File: config.mk
export PLATFORM = sky130hd
export DESIGN_NAME = mod_acc3329
export DESIGN_NICKNAME = d
export VERILOG_FILES = /design/src/rtl/mod_acc3329.sv
export SDC_FILE = /design/constraint.sdc
export NUM_CORES = 1
export LEC_CHECK = 0
export ABC_AREA = 1
export CORE_ASPECT_RATIO = 0.5
export CORE_MARGIN = 1.5
export CORE_UTILIZATION = 45
export CTS_CLUSTER_DIAMETER = 60
export CTS_CLUSTER_SIZE = 40
export DETAILED_ROUTE_END_ITERATION = 6
export PLACE_DENSITY = 0.66
export SLEW_MARGIN = 20
export SYNTH_ARGS = -nofsm -noshare
export SYNTH_HDL_FRONTEND = slang
export SYNTH_SLANG_ARGS = --single-unit
File: constraint.sdc
create_clock -name clk -period 10.1 [get_ports clk]
set_input_delay 1.515 -clock clk [delete_from_list [all_inputs] [get_ports clk]]
set_output_delay 1.515 -clock clk [all_outputs]
set_load 0.02 [all_outputs]
File: src/rtl/mod_acc3329.sv
// Modular accumulator for Montgomery multiplier products.
// Sums LEN consecutive terms modulo MOD without ever stalling the input,
// then presents the reduced sum on a valid/ready result register.
//
// Optional feature macro: MOD_ACC_SUB_EN adds the in_sub port; a term with
// in_sub=1 is subtracted (mod MOD) instead of added.
//
// Ports:
//   clk        rising-edge clock
//   rst_n      synchronous active-low reset
//   in_valid   term strobe (upstream done), never back-pressured
//   in_data    term value, any value 0..2^WIDTH-1
//   in_sub     (MOD_ACC_SUB_EN only) subtract this term
//   clear      flush the partial sum; wins over in_valid
//   out_valid  result register holds an unconsumed sum
//   out_ready  consumer accepts the result
//   out_data   sum modulo MOD
//   busy       partial sum in progress (term count not zero)
//   ovf        sticky: a completed sum was dropped
module mod_acc3329 #(
  parameter int unsigned WIDTH = 12,
  parameter int unsigned MOD   = 3329,
  parameter int unsigned LEN   = 4
) (
  input  logic             clk,
  input  logic             rst_n,
  input  logic             in_valid,
  input  logic [WIDTH-1:0] in_data,
`ifdef MOD_ACC_SUB_EN
  input  logic             in_sub,
`endif
  input  logic             clear,
  output logic             out_valid,
  input  logic             out_ready,
  output logic [WIDTH-1:0] out_data,
  output logic             busy,
  output logic             ovf
);

  // Two guard bits cover acc (< MOD) plus a full-range term.
  localparam int unsigned SW    = WIDTH + 2;
  localparam int unsigned CNT_W = (LEN > 1) ? $clog2(LEN) : 1;
  localparam logic [SW-1:0]    MOD_S = SW'(MOD);
  localparam logic [CNT_W-1:0] LAST  = CNT_W'(LEN - 1);

  typedef enum logic [0:0] {
    S_IDLE = 1'b0,
    S_ACC  = 1'b1
  } state_t;

  state_t             r_state, w_state_nxt;
  logic [WIDTH-1:0]   r_acc, w_acc_nxt;
  logic [CNT_W-1:0]   r_cnt, w_cnt_nxt;
  logic               r_out_valid, w_out_valid_nxt;
  logic [WIDTH-1:0]   r_out_data, w_out_data_nxt;
  logic               r_busy, w_busy_nxt;
  logic               r_ovf, w_ovf_nxt;

  logic               w_accept;
  logic               w_last;
  logic               w_complete;
  logic [SW-1:0]      w_sum;
  logic [SW-1:0]      w_s1;
  logic [SW-1:0]      w_s2;
  logic [WIDTH-1:0]   w_add;
  logic [WIDTH-1:0]   w_term;

  // Clear beats any same-cycle term.
  assign w_accept   = in_valid && !clear;
  assign w_last     = (r_cnt == LAST);
  assign w_complete = w_accept && w_last;

  // Addition path: conditional subtract of MOD, twice at most.
  assign w_sum = SW'(r_acc) + SW'(in_data);
  assign w_s1  = (w_sum >= MOD_S) ? (w_sum - MOD_S) : w_sum;
  assign w_s2  = (w_s1 >= MOD_S) ? (w_s1 - MOD_S) : w_s1;
  assign w_add = WIDTH'(w_s2);

`ifdef MOD_ACC_SUB_EN
  // Subtraction path: reduce the term into 0..MOD-1, then wrap a negative difference.
  logic [SW-1:0]    w_din;
  logic [SW-1:0]    w_r1;
  logic [SW-1:0]    w_r2;
  logic [SW-1:0]    w_acc_s;
  logic [WIDTH-1:0] w_sub;

  assign w_din   = SW'(in_data);
  assign w_r1    = (w_din >= MOD_S) ? (w_din - MOD_S) : w_din;
  assign w_r2    = (w_r1 >= MOD_S) ? (w_r1 - MOD_S) : w_r1;
  assign w_acc_s = SW'(r_acc);
  assign w_sub   = WIDTH'((w_acc_s < w_r2) ? (w_acc_s + MOD_S - w_r2) : (w_acc_s - w_r2));
  assign w_term  = in_sub ? w_sub : w_add;
`else
  assign w_term  = w_add;
`endif

  // State, accumulator and result register.
  always_ff @(posedge clk) begin
    if (!rst_n) begin
      r_state     <= S_IDLE;
      r_acc       <= '0;
      r_cnt       <= '0;
      r_out_valid <= 1'b0;
      r_out_data  <= '0;
      r_busy      <= 1'b0;
      r_ovf       <= 1'b0;
    end else begin
      r_state     <= w_state_nxt;
      r_acc       <= w_acc_nxt;
      r_cnt       <= w_cnt_nxt;
      r_out_valid <= w_out_valid_nxt;
      r_out_data  <= w_out_data_nxt;
      r_busy      <= w_busy_nxt;
      r_ovf       <= w_ovf_nxt;
    end
  end

  // Next-state, datapath and result handshake.
  always_comb begin
    w_state_nxt     = r_state;
    w_acc_nxt       = r_acc;
    w_cnt_nxt       = r_cnt;
    w_out_valid_nxt = r_out_valid;
    w_out_data_nxt  = r_out_data;
    w_ovf_nxt       = r_ovf;
    w_busy_nxt      = r_busy;

    case (r_state)
      S_IDLE: begin
        if (w_accept && !w_last) begin
          w_state_nxt = S_ACC;
        end
      end
      S_ACC: begin
        if (clear || w_complete) begin
          w_state_nxt = S_IDLE;
        end
      end
      default: w_state_nxt = S_IDLE;
    endcase

    if (clear) begin
      w_acc_nxt = '0;
      w_cnt_nxt = '0;
    end else if (in_valid) begin
      if (w_last) begin
        w_acc_nxt = '0;
        w_cnt_nxt = '0;
      end else begin
        w_acc_nxt = w_term;
        w_cnt_nxt = r_cnt + CNT_W'(1);
      end
    end

    // A completing sum may replace a result being consumed this same cycle.
    if (w_complete) begin
      if (!r_out_valid || out_ready) begin
        w_out_valid_nxt = 1'b1;
        w_out_data_nxt  = w_term;
      end else begin
        w_ovf_nxt = 1'b1;
      end
    end else if (r_out_valid && out_ready) begin
      w_out_valid_nxt = 1'b0;
    end

    w_busy_nxt = (w_cnt_nxt != '0);
  end

  assign out_valid = r_out_valid;
  assign out_data  = r_out_data;
  assign busy      = r_busy;
  assign ovf       = r_ovf;

endmodule

# Word-level counts from Yosys, hierarchy flattened
# Index checks and enable logic that the tools add are counted.
[op_classes]
addsub = 4
magnitude_cmp = 2
n_eq_ne = 2
n_mux = 9
bitwise_logic = 2
reduce_logical = 12
[ops]
columns = ["cell", "count"]
rows = [
  ["$mux 12", 2],
  ["$ge 14x12->1 const B", 1],
  ["$mux 14", 1],
  ["$sub 13x12->14 const B", 1],
  ["$add 12x12->13", 1],
  ["$ge 13x12->1 const B", 1],
  ["$sub 12x12->12 const B", 1],
  ["$mux 2", 3],
  ["$reduce_and 2->1", 3],
  ["$reduce_bool 2->1", 2],
  ["$logic_and 1x1->1", 3],
  ["$mux 1", 3],
  ["$add 2x1->2 const B", 1],
  ["$eq 2x2->1 const B", 1],
  ["$logic_not 1->1", 2],
  ["$ne 2x1->1 const B", 1],
  ["$not 1->1", 2],
  ["$reduce_or 2->1", 1],
  ["$logic_or 1x1->1", 1],
]
[totals]
regBits = 29
input_bits = 17
out_inout_bits = 15
elab_cells = 37

# Longest topological paths before layout
[logic_depth]
ltp_word = 6
depth_mapped = 31
mapped_depth_nobuf = 29

# Worst setup path before layout
# Ideal clock, no wire load.
[synth_timing]
path_type = "input to register"
start = "input in_data[0]"
end = "register r_out_data[6], in the netlist out_data[6]"
setup_time_ns = 0.109
t_arrival_ns = 4.606
required_ns = 9.991
path_slack_ns = 5.385
path_stages = 30
path_buffers = 2
path_cell_list = "ha_1 > fa_1 > inv_1 > ha_1 > inv_1 > nor2_1 > nand3_2 > nor2_4 > nand2_2 > nand2_2 > nand2_2 > nand2_4 > nand3_4 > buf_6 > nand2_1 > nand2_1 > inv_1 > ha_1 > inv_1 > nor2_1 > nand2_1 > nor2_2 > a21oi_4 > nand2_4 > buf_6 > nand2_1 > nand2_1 > nand2_1 > nand2_1 > inv_1"
[synth_between]
elab_chain_cells = 5
word_cells_on_any_way = 7
classes_between = "add/sub: 3; order compare: 2; mux: 2"
[synth_rtl]
columns = ["item", "line_no", "text"]
rows = [
  ["from (decl)", "28", "input logic [WIDTH-1:0] in_data,"],
  ["$add 12x12->13 (*)", "74", "assign w_sum = SW'(r_acc) + SW'(in_data);"],
  ["$sub 13x12->14 or $ge 13x12->1 (tied branches)", "75", "assign w_s1 = (w_sum >= MOD_S) ? (w_sum - MOD_S) : w_sum;"],
  ["$mux 14 (*)", "75", ""],
  ["$sub 12x12->12 or $ge 14x12->1 (tied branches)", "76", "assign w_s2 = (w_s1 >= MOD_S) ? (w_s1 - MOD_S) : w_s1;"],
  ["$mux 12 (*)", "76", ""],
  ["to (signal assigned)", "112", "r_out_data <= w_out_data_nxt;"],
  ["to (decl)", "55", "logic [WIDTH-1:0] r_out_data, w_out_data_nxt;"],
]
# Mark *: on every way between the ends. The rest lies on a longest branch, timed or not.
# A chain may end at the register's enable or synchronous reset.

# Final worst setup path
[layout_timing]
start = "input in_data[0]"
end = "register r_out_data[1], in the netlist out_data[1]"
# Same word-level chain as after synthesis.

==> metrics list <==
- Outcome: finished clean
- Once detailed placement completed, the half-perimeter wirelength came to 6130 um.
- In the final routed layout, each cell accounts on average for 12.5 um.
- Final critical-path setup slack: 4.73 ns
- The count of cells in the finished layout, fillers not included, comes to between 600 and 700.
- In this run the worst path has a maximum fanout of 13.
* Synth unique cells: 33
- Startpoint class of the critical path: input pin
- Count of mapped cells out of synthesis: 496
- Die height: around 60 um
- Timing analysis after detailed placement gives a worst setup slack of 4.51 ns.
* Total global-route track usage: a little under a quarter
- The total area inside the core boundary comes to 6260 um2.
* Cell Area, Synth: 3000 um2
- For this design the top-level I/O count stands at 32.
* Clock Skew: 0.00323 ns
- The total overflow left after global routing is 0.
- STA classifies the critical path endpoint as a flip-flop.
- The pre-antenna-repair detailed-routing pass consisted of 5 iterations.
* WS Path Type: in2reg
- In this run the number of H-tree levels came out at 2.
- Placer's final routability congestion estimate: 0.991
* Average cell area after synthesis: 6.05 um2
- Final Cycle Share: 53.2%
- For this run, the post-layout net count is 558.
- In the routed design, unresolved DRC markers number 0.
- Longest Clk Path Bufs: 2
* Clk_lat worst skew: 0.27 ns
- Async set or reset register ratio after synthesis: 0%
- Max Transition Viols Final: 0
- P&R area growth vs syn: 16.4%
- First-pass GRT wire length: ~13000 um
- CTS sink count: 29
- The initial antenna violation count was 0.
* Total of hold buffers inserted after clock tree synthesis: 0
* Number of buffers created by CTS: 5
* Clock Tree Root: sky130_fd_sc_hd__clkbuf_16
- The initialized floorplan defines 20 standard-cell rows.
* Clock input transition at the sequential cells of the worst setup and hold paths: about 0.050 ns
* Total of max-cap violations: 0
* Number of vias in the routed layout: 2988
- DP Cell Count: 603
* Most used flip-flop cell after synthesis: sky130_fd_sc_hd__dfxtp_1
* Total negative setup slack: 0 ns
- The die covers just over 7000 um2.
- Setup repair after global routing left no endpoint under its margin.
- Vias in the first global route: 2609
- In the final layout, the multi-input gates occupy approximately 2000 um2.
- Clock tree from TritonCTS: yes
* Yosys synthesis warning count: 0
* CP Data Arrival Time: approximately 5.5 ns
- In this run the post-CTS setup repair buffer count came out at 0.
- For this configuration, the core starts out at a cell density of 48.0%.
- 0 antenna diodes ended up in the layout.
* Ratio of cells with drive above 1 in the final layout: 12.6%
- Wires add up to between 7000 and 8000 um.
* Final number of setup-violating endpoints: 0
* Number of enable flip-flop cells after synthesis: 0
- The number of nets handed over by synthesis was approximately 530.
* Mean number of vias per cell: between 4 and 5
- Measured along the x axis, the die boundary spans 119 um.
- Synthesis inferred 29 register bits.
- Antenna Nets Post-Route: 0
- Sequential cell area: 581 um2
- Total of fill cells in the finished design: 644
* Finished Core Util: around 56%
- Resized cells post-CTS: 0
* Worst hold path class: reg2reg
- Maximum number of pins on one net before global-route repair: 25
* Worst Tran Pin Value: 0.714 ns
- Static timing analysis puts the maximum clock frequency at 186 MHz.
- During placement, the flow inserted port buffers numbering 31.
- Worst slew margin: 52.2%
- Minimum clock period after layout: 5.37 ns
- Worst EP required: about 10 ns
- Post-synthesis sequential area ratio: between 10% and 20%
- Number of hold-slack violations in the final timing report: 0
- The detailed router finished its first iteration with ~220 violations.
## synthesized netlist by cell type, types with 2 or more instances
cell / instances / share of area (%)
sky130_fd_sc_hd__a21o_1: 8 / 2.0
sky130_fd_sc_hd__a21oi_1: 21 / 3.5
sky130_fd_sc_hd__buf_2: 2 / 0.33
sky130_fd_sc_hd__buf_6: 5 / 1.9
sky130_fd_sc_hd__clkbuf_1: 5 / 0.63
sky130_fd_sc_hd__dfxtp_1: 29 / 19
sky130_fd_sc_hd__ha_1: 18 / 7.5
sky130_fd_sc_hd__inv_1: 66 / 8.3
sky130_fd_sc_hd__inv_2: 11 / 1.4
sky130_fd_sc_hd__nand2_1: 149 / 19
sky130_fd_sc_hd__nand2_2: 26 / 5.4
sky130_fd_sc_hd__nand2_4: 3 / 1.1
sky130_fd_sc_hd__nand3_1: 48 / 8.0
sky130_fd_sc_hd__nand3_2: 4 / 1.3
sky130_fd_sc_hd__nand4_1: 18 / 3.8
sky130_fd_sc_hd__nor2_1: 37 / 4.6
sky130_fd_sc_hd__nor2_2: 4 / 0.83
sky130_fd_sc_hd__nor2_4: 3 / 1.1
sky130_fd_sc_hd__o21ai_0: 12 / 2.0
sky130_fd_sc_hd__o21bai_1: 2 / 0.50
sky130_fd_sc_hd__xor2_1: 13 / 3.8
## worst max-delay path, cell delays in order
cell and delay [ns]:
sky130_fd_sc_hd__clkdlybuf4s50_1 0.47, sky130_fd_sc_hd__ha_1 0.21, sky130_fd_sc_hd__fa_1 0.42, sky130_fd_sc_hd__inv_1 0.13, sky130_fd_sc_hd__ha_1 0.20, sky130_fd_sc_hd__inv_1 0.05
sky130_fd_sc_hd__nor2_1 0.18, sky130_fd_sc_hd__nand3_2 0.13, sky130_fd_sc_hd__nor2_4 0.14, sky130_fd_sc_hd__nand2_2 0.07, sky130_fd_sc_hd__nand2_2 0.06, sky130_fd_sc_hd__nand2_2 0.07
sky130_fd_sc_hd__nand2_4 0.14, sky130_fd_sc_hd__nand3_4 0.18, sky130_fd_sc_hd__nand2_1 0.10, sky130_fd_sc_hd__nand2_1 0.15, sky130_fd_sc_hd__inv_1 0.15, sky130_fd_sc_hd__ha_1 0.15
sky130_fd_sc_hd__inv_1 0.04, sky130_fd_sc_hd__nor2_1 0.09, sky130_fd_sc_hd__nand2_1 0.07, sky130_fd_sc_hd__nor2_2 0.16, sky130_fd_sc_hd__a21oi_4 0.14, sky130_fd_sc_hd__nand2_4 0.18
sky130_fd_sc_hd__nand2_1 0.09, sky130_fd_sc_hd__nand2_1 0.10, sky130_fd_sc_hd__a21o_1 0.11, sky130_fd_sc_hd__inv_1 0.03
## cell usage in the layout, fill, tap and decap left out
cell type | synthesis | routed
sky130_fd_sc_hd__clkbuf_8 | 0 | 2
sky130_fd_sc_hd__fa_1 | 1 | 1
sky130_fd_sc_hd__o21bai_1 | 2 | 2
sky130_fd_sc_hd__inv_1 | 66 | 66
sky130_fd_sc_hd__nor2_2 | 4 | 4
sky130_fd_sc_hd__xnor2_1 | 1 | 1
sky130_fd_sc_hd__nand2_2 | 26 | 26
sky130_fd_sc_hd__buf_4 | 1 | 1
sky130_fd_sc_hd__clkdlybuf4s50_1 | 0 | 31
sky130_fd_sc_hd__nor2_4 | 3 | 3
sky130_fd_sc_hd__nor2_1 | 37 | 37
sky130_fd_sc_hd__ha_1 | 18 | 18
sky130_fd_sc_hd__o21ai_0 | 12 | 12
sky130_fd_sc_hd__clkbuf_16 | 0 | 5
sky130_fd_sc_hd__nor3_1 | 1 | 1
sky130_fd_sc_hd__nand3_4 | 1 | 1
sky130_fd_sc_hd__nand2_1 | 149 | 149
sky130_fd_sc_hd__nand3_2 | 4 | 4
sky130_fd_sc_hd__o21ai_1 | 1 | 1
sky130_fd_sc_hd__xor2_1 | 13 | 13
sky130_fd_sc_hd__a21o_1 | 8 | 8
sky130_fd_sc_hd__inv_2 | 11 | 11
sky130_fd_sc_hd__or2_1 | 1 | 1
sky130_fd_sc_hd__nand4_2 | 1 | 1
sky130_fd_sc_hd__nand2_4 | 3 | 3
sky130_fd_sc_hd__a21oi_1 | 21 | 21
sky130_fd_sc_hd__nand4_1 | 18 | 18
sky130_fd_sc_hd__o21ai_2 | 1 | 1
sky130_fd_sc_hd__clkinv_2 | 1 | 2
sky130_fd_sc_hd__a21oi_2 | 1 | 1
sky130_fd_sc_hd__a21oi_4 | 1 | 1
sky130_fd_sc_hd__nand3_1 | 48 | 48
sky130_fd_sc_hd__dfxtp_1 | 29 | 29
## per-layer routing
layer	track usage, %	up-vias	part of all wire, %
met5	0	-	0
met4	4.13	0	0.28
met3	2.82	4	4.6
met2	34.8	71	40
met1	34.5	1295	56
li1	-	1618	-
## path summary, 6_finish.rpt
kind                 end  cells past startpoint  slack (ns)  startpoint
max          out_data[1]                     28        4.73  in_data[0]
min            r_acc[11]                      2        0.47   r_acc[11]
max reg2reg  out_data[1]                     27        6.10    r_acc[0]
min reg2reg    r_acc[11]                      2        0.47   r_acc[11]
## cells by family after synthesis
| group | synth area share, % |
|---|---|
| xor+xnor | 4.09 |
| compound gates | 9.30 |
| buf+inv | 12.9 |
| simple gates | 46.2 |
| fa+ha+maj | 8.17 |
| flops | 19.3 |
## registers in the layout, indices dropped and copies added (netlist names)
register and flops:
out_valid 1, busy 1, r_cnt 2, r_acc 12, out_data 12, ovf 1
## cell type report
class                      instances  share of cell area (%)
multi-input combinational        376                    58.2
sequential                        29                    16.6
timing repair buffer              32                    9.09
inverter                          78                    8.41
clock buffer                       7                    4.37
tap                               88                    3.15
clock inverter                     1                   0.143
## through the flow
| stage | area (um2) | hold WS (ns) |
|---|---|---|
| global route | 3490 | 0.510 |
| global placement | 3340 | 0.461 |
| finish | 3490 | 0.475 |
| detailed placement | 3340 | 0.457 |
| CTS | 3490 | 0.475 |
| floorplan | 3000 | 0.446 |
Power is not shown: default switching activity piles up to over one toggle a cycle in this logic, so the estimate is an artifact.
